[src/rtl/fully_connected.sv]
// fully_connected: output dense layer of the MNIST CNN datapath.
// Computes OUT_NUM fixed-point logits (bias + sum of x*w) with one MAC per
// clock and writes them sequentially into the SoftMax input buffer.
// Optional feature macro: FULLY_CONNECTED_SATURATE_EN
//   defined   -> results outside the DATA_WIDTH signed range clamp
//   undefined -> results wrap (low DATA_WIDTH bits kept)
module fully_connected #(
  parameter int DATA_WIDTH    = 32,
  parameter int FRACTION_BITS = 20,
  parameter int IN_NUM        = 64,
  parameter int IN_ADR_WIDTH  = 6,
  parameter int OUT_NUM       = 10,
  parameter int OUT_ADR_WIDTH = 4,
  parameter int W_ADR_WIDTH   = 10
) (
  input  logic                     clk,
  input  logic                     rst_n,
  input  logic                     axisif_in_start,
  output logic                     axisif_out_done,
  output logic [IN_ADR_WIDTH-1:0]  out_adrIn,
  input  logic [DATA_WIDTH-1:0]    in_dataIn,
  output logic [W_ADR_WIDTH-1:0]   out_adrW,
  input  logic [DATA_WIDTH-1:0]    in_dataW,
  output logic [OUT_ADR_WIDTH-1:0] out_adrB,
  input  logic [DATA_WIDTH-1:0]    in_dataB,
  output logic [OUT_ADR_WIDTH-1:0] out_adrOut,
  output logic [DATA_WIDTH-1:0]    out_dataOut,
  output logic                     out_wr
);

  localparam int ACC_W = 2*DATA_WIDTH + 8;

  localparam logic [2:0] S_IDLE  = 3'd0;
  localparam logic [2:0] S_BIAS  = 3'd1;
  localparam logic [2:0] S_MAC   = 3'd2;
  localparam logic [2:0] S_WRITE = 3'd3;
  localparam logic [2:0] S_DONE  = 3'd4;

  localparam logic [IN_ADR_WIDTH-1:0]  LAST_I = IN_ADR_WIDTH'(IN_NUM - 1);
  localparam logic [OUT_ADR_WIDTH-1:0] LAST_O = OUT_ADR_WIDTH'(OUT_NUM - 1);

`ifdef FULLY_CONNECTED_SATURATE_EN
  localparam logic signed [ACC_W-1:0] SAT_MAX =
    {{(ACC_W-DATA_WIDTH+1){1'b0}}, {(DATA_WIDTH-1){1'b1}}};
  localparam logic signed [ACC_W-1:0] SAT_MIN = ~SAT_MAX;
`endif

  logic [2:0]                r_state;
  logic [OUT_ADR_WIDTH-1:0]  r_o;
  logic [IN_ADR_WIDTH-1:0]   r_i;
  logic [W_ADR_WIDTH-1:0]    r_adrW;
  logic signed [ACC_W-1:0]   r_acc;
  logic [DATA_WIDTH-1:0]     r_dataOut;
  logic [OUT_ADR_WIDTH-1:0]  r_adrOut;

  logic signed [2*DATA_WIDTH-1:0] w_prod;
  logic signed [ACC_W-1:0]        w_prod_ext;
  logic signed [ACC_W-1:0]        w_bias_ext;
  logic signed [ACC_W-1:0]        w_acc_sum;

  // Drop the fraction (floor) and fit the result into DATA_WIDTH bits.
  function automatic logic [DATA_WIDTH-1:0] reduce_result(
    input logic signed [ACC_W-1:0] acc
  );
`ifdef FULLY_CONNECTED_SATURATE_EN
    logic signed [ACC_W-1:0] sh;
    sh = acc >>> FRACTION_BITS;
    if (sh > SAT_MAX)
      reduce_result = {1'b0, {(DATA_WIDTH-1){1'b1}}};
    else if (sh < SAT_MIN)
      reduce_result = {1'b1, {(DATA_WIDTH-1){1'b0}}};
    else
      reduce_result = DATA_WIDTH'(sh);
`else
    reduce_result = DATA_WIDTH'(acc >>> FRACTION_BITS);
`endif
  endfunction

  assign w_prod     = $signed(in_dataIn) * $signed(in_dataW);
  assign w_prod_ext = {{(ACC_W-2*DATA_WIDTH){w_prod[2*DATA_WIDTH-1]}}, w_prod};
  // Bias is pre-scaled by 2^FRACTION_BITS so it sits at product scale.
  assign w_bias_ext = $signed({{(ACC_W-DATA_WIDTH){in_dataB[DATA_WIDTH-1]}}, in_dataB})
                      <<< FRACTION_BITS;
  assign w_acc_sum  = r_acc + w_prod_ext;

  // Addresses are only driven in the state that uses them, zero otherwise.
  assign out_adrIn       = (r_state == S_MAC)  ? r_i    : '0;
  assign out_adrW        = (r_state == S_MAC)  ? r_adrW : '0;
  assign out_adrB        = (r_state == S_BIAS) ? r_o    : '0;
  assign out_wr          = (r_state == S_WRITE);
  assign axisif_out_done = (r_state == S_DONE);
  assign out_adrOut      = r_adrOut;
  assign out_dataOut     = r_dataOut;

  // Control FSM, counters and the held output word/address.
  always_ff @(posedge clk) begin
    if (!rst_n) begin
      r_state   <= S_IDLE;
      r_o       <= '0;
      r_i       <= '0;
      r_adrW    <= '0;
      r_dataOut <= '0;
      r_adrOut  <= '0;
    end else begin
      case (r_state)
        S_IDLE: begin
          if (axisif_in_start) begin
            r_o     <= '0;
            r_i     <= '0;
            r_adrW  <= '0;
            r_state <= S_BIAS;
          end
        end
        S_BIAS: r_state <= S_MAC;
        S_MAC: begin
          r_i    <= r_i + 1'b1;
          // Running weight address replaces the o*IN_NUM+i multiply.
          r_adrW <= r_adrW + 1'b1;
          if (r_i == LAST_I) begin
            // Latch the finished result so it is stable through WRITE.
            r_dataOut <= reduce_result(w_acc_sum);
            r_adrOut  <= r_o;
            r_state   <= S_WRITE;
          end
        end
        S_WRITE: begin
          if (r_o == LAST_O) begin
            r_state <= S_DONE;
          end else begin
            r_o     <= r_o + 1'b1;
            r_i     <= '0;
            r_state <= S_BIAS;
          end
        end
        S_DONE:  r_state <= S_IDLE;
        default: r_state <= S_IDLE;
      endcase
    end
  end

  // Accumulator: load scaled bias, then add one product per MAC cycle.
  always_ff @(posedge clk) begin
    if (r_state == S_BIAS)
      r_acc <= w_bias_ext;
    else if (r_state == S_MAC)
      r_acc <= w_acc_sum;
  end

endmodule

[config.mk]
export PLATFORM = sky130hd
export DESIGN_NAME = fully_connected
export DESIGN_NICKNAME = d
export VERILOG_FILES = /design/src/rtl/fully_connected.sv
export SDC_FILE = /design/constraint.sdc
export NUM_CORES = 2
export LEC_CHECK = 0
export CORE_MARGIN = 4
export CORE_UTILIZATION = 50
export DETAILED_ROUTE_END_ITERATION = 8
export GPL_ROUTABILITY_DRIVEN = 0
export GPL_TIMING_DRIVEN = 0
export PLACE_DENSITY = 0.79
export REMOVE_ABC_BUFFERS = 1
export SYNTH_ARGS = -nofsm -noshare
export SYNTH_HDL_FRONTEND = slang
export SYNTH_SLANG_ARGS = --single-unit
[constraint.sdc]
create_clock -name clk -period 12.2 [get_ports clk]
set_input_delay 3.66 -clock clk [delete_from_list [all_inputs] [get_ports clk]]
set_output_delay 3.66 -clock clk [all_outputs]
set_load 0.03 [all_outputs]
==> metrics <==
ys flop type=dfxtp_1; Post-Synthesis Cell Area=0.0387 mm^2; Startpoint Class=input port; met2 Track Usage GR=a little over two fifths; initial antenna violation count=2; Vias/cell=5.43; worst-case reg-to-reg path depth=24; Hold Path Depth=2; post-synthesis register bit count=about 110; Worst EP required=12.28 ns; worst setup margin=between 0.06 and 0.07 ns; synth-to-layout area growth=5.82%; starting density of the core=50.6%; GRT Total Usage=25.4%; Synth area leader=fa_1; Initial DRC Count=roughly 2200; post-synthesis mux area share=0.0259%; largest net degree at the start of global routing=50; most frequent cells after synthesis=inv_1, fa_1, nand2_1; most numerous cell in the Yosys netlist=inv_1; Seq/Total Area, Yosys=6.58%; Arrival @ worst endpoint=12.22 ns; Post-CTS Hold Buffers=0; WL/cell=just under 20 um; fraction of layout cells with a size suffix above 1=2.53%; mean area per synthesized cell=9.13 um^2; post-synthesis simple-gate area fraction=approximately 16%; Max FO, Critical Path=32; Worst Setup End Kind=flop; FILL cells=6731; Post-DRT Antenna Nets=0; Die Wd=approximately 290 um; port bufs=around 160; CTS Root Cell=clkbuf_16; Final Critical Period=12.14 ns; Vias=roughly 28000; Final Hold Fails=0; Synth area leaders=fa_1, inv_1, and2_1; Post-synth EDFFs=32; IO Pins=157; fin crit share=99.5%; total CTS buffers=9; max-slew violations=0; Slew @ Worst Pin=1.47 ns; fmax=between 80 and 90 MHz; busiest grt layer=met2; Antenna Cells=0; WHS Endpoint=r_acc[8]; status=finished, final reports clean; ys async rst share=0%; Clock Path Buffers=2; global route overflow=0; nets=5472; Post-Synth Adder-Cell Area=58.0%; Ys Warns=0; clk slew on worst S/H paths=0.08 ns; met1 Usage GRT=34.6%; Synth top area share=51.6%; Core Region=0.0763 mm^2; pre-CTS setup slack=-1.95 ns; R2R setup slack=4.29 ns; Final Setup Violations=0; Pre-antenna DRT Iters=5; DP Wirelength=80600 um; Cell variety after synth=66; CP Class=in2reg; xor and xnor area share after synthesis=2.13%; CTS H-Tree Depth=3; CTS tree=done; Critical R2R Launch=r_acc[18]; # rows=~100; largest family of logic cells by synthesized area=adder cells; Hold Path Origin=r_acc[8]; Synth Area in Compound Gates=4.64%; Total Wirelength=100000 um; met3 Usage GRT=5.60%; Hold WC Path Type=reg2reg; clk sink count=111; clock skew=0.0111 ns; Die H=286 um; worst relative slew slack=~2.3%; Remaining DRCs=0; Skew-Pair Late Insertion Delay=0.37 ns; RSZ-0062 raised after global routing=no; first-pass GRT wire length=165000 um; worst r2r dst=r_acc[49]; Max-cap violations=0; vias in the first global route=roughly 31000; Synth Instances=4233; Die Footprint=0.0818 mm^2
[sequential cells by signal, indices dropped and copies added, names as in the netlist]
| register | flops |
|---|---|
| r_state | 3 |
| out_dataOut | 32 |
| r_i | 6 |
| r_o | 4 |
| out_adrOut | 4 |
| r_adrW | 10 |
| r_acc | 52 |
[cell usage in the layout (no fill, tap or decap), drive strengths merged, types with 30 or more instances in the layout]
master | netlist | final
inv | 1075 | 1074
fa | 997 | 997
nand2 | 621 | 622
and2 | 445 | 445
ha | 197 | 197
clkdlybuf4s50 | 0 | 96
a21oi | 81 | 81
dfxtp | 79 | 79
xnor2 | 65 | 65
o21ai | 55 | 55
buf | 11 | 47
nor2 | 45 | 45
a21o | 34 | 34
edfxtp | 32 | 32
nand3 | 30 | 30
[worst max path at each step]
| stage | slack, ns | end | start | depth (start not counted) |
|---|---|---|---|---|
| floorplan | 1.28 | r_acc[49] | in_dataIn[31] | 23 |
| global placement | -1.76 | r_acc[49] | in_dataW[0] | 25 |
| detailed placement | -1.95 | r_acc[49] | in_dataW[0] | 25 |
| CTS | 0.01 | r_acc[49] | in_dataIn[27] | 24 |
| global route | 0.007 | r_acc[49] | in_dataW[13] | 24 |
| finish | 0.06 | r_acc[49] | in_dataW[13] | 24 |
[logic make-up (layout without fill, tap and decap cells)]
logic type / after synthesis / in the layout
adders and majority gates: 1194 / 1194
buffers and inverters: 1309 / 1259
muxes: 1 / 1
and+or+nand+nor: 1251 / 1252
xor gates and xnor gates: 94 / 94
AOI/OAI and AO/OA: 273 / 273
DFF: 111 / 111
[layout make-up]
class                      count  area, um^2  share of cell area [%]
multi-input combinational   2814       31200                    76.3
tap                         1030        1290                    3.15
inverter                    1076        4050                    9.91
clock inverter                 7        81.3                   0.199
clock buffer                   9         225                   0.551
sequential                   111        2540                    6.22
timing repair buffer         167        1490                    3.64
[worst max-delay path, stage by stage]
cell and delay [ns]:
dlygate4sd2_1 1.16, and2_1 0.28, fa_1 0.45, fa_1 0.52
inv_1 0.06, fa_1 0.52, inv_1 0.06, fa_1 0.49
fa_1 0.59, fa_1 0.46, fa_1 0.50, inv_1 0.05
fa_1 0.50, inv_1 0.05, ha_1 0.38, a21o_1 0.23
o21ba_2 0.25, o32ai_1 0.10, o22a_1 0.20, o311ai_1 0.60
o21ai_1 0.24, a31oi_1 0.39, xor2_1 0.28, o21ai_0 0.12
[timing repair]
| action | CTS | global route |
|---|---|---|
| cloned | 1 | 0 |
| setup endpoints to repair | 37 | 11 |
| resized for setup | 43 | 31 |
| pin swaps | 1 | 0 |
| buffers inserted | 0 | 4 |
[metrics by stage]
stage	setup TNS, ns	utilization (%)	instances	instance area (um^2)	hold slack [ns]
2_1_floorplan	0	-	4000	37800	0.432
6_report	0	53.6	5214	40900	0.458
4_1_cts	0	53.6	5210	40900	0.456
3_5_place_dp	-48.30	53.2	5193	40600	0.446
3_3_place_gp	-42.76	53.2	5186	40600	0.443
5_1_grt	0	53.6	5214	40900	0.488
[metal layers]
metal	share of wire [%]	routed length, um
met2	48	48400
met4	2.5	2510
met3	10	10300
met1	39	39100
met5	0.013	13
Power is left out: the tool's default activity adds up to more than one toggle a clock period on the data nets, which glitch-free logic cannot reach.
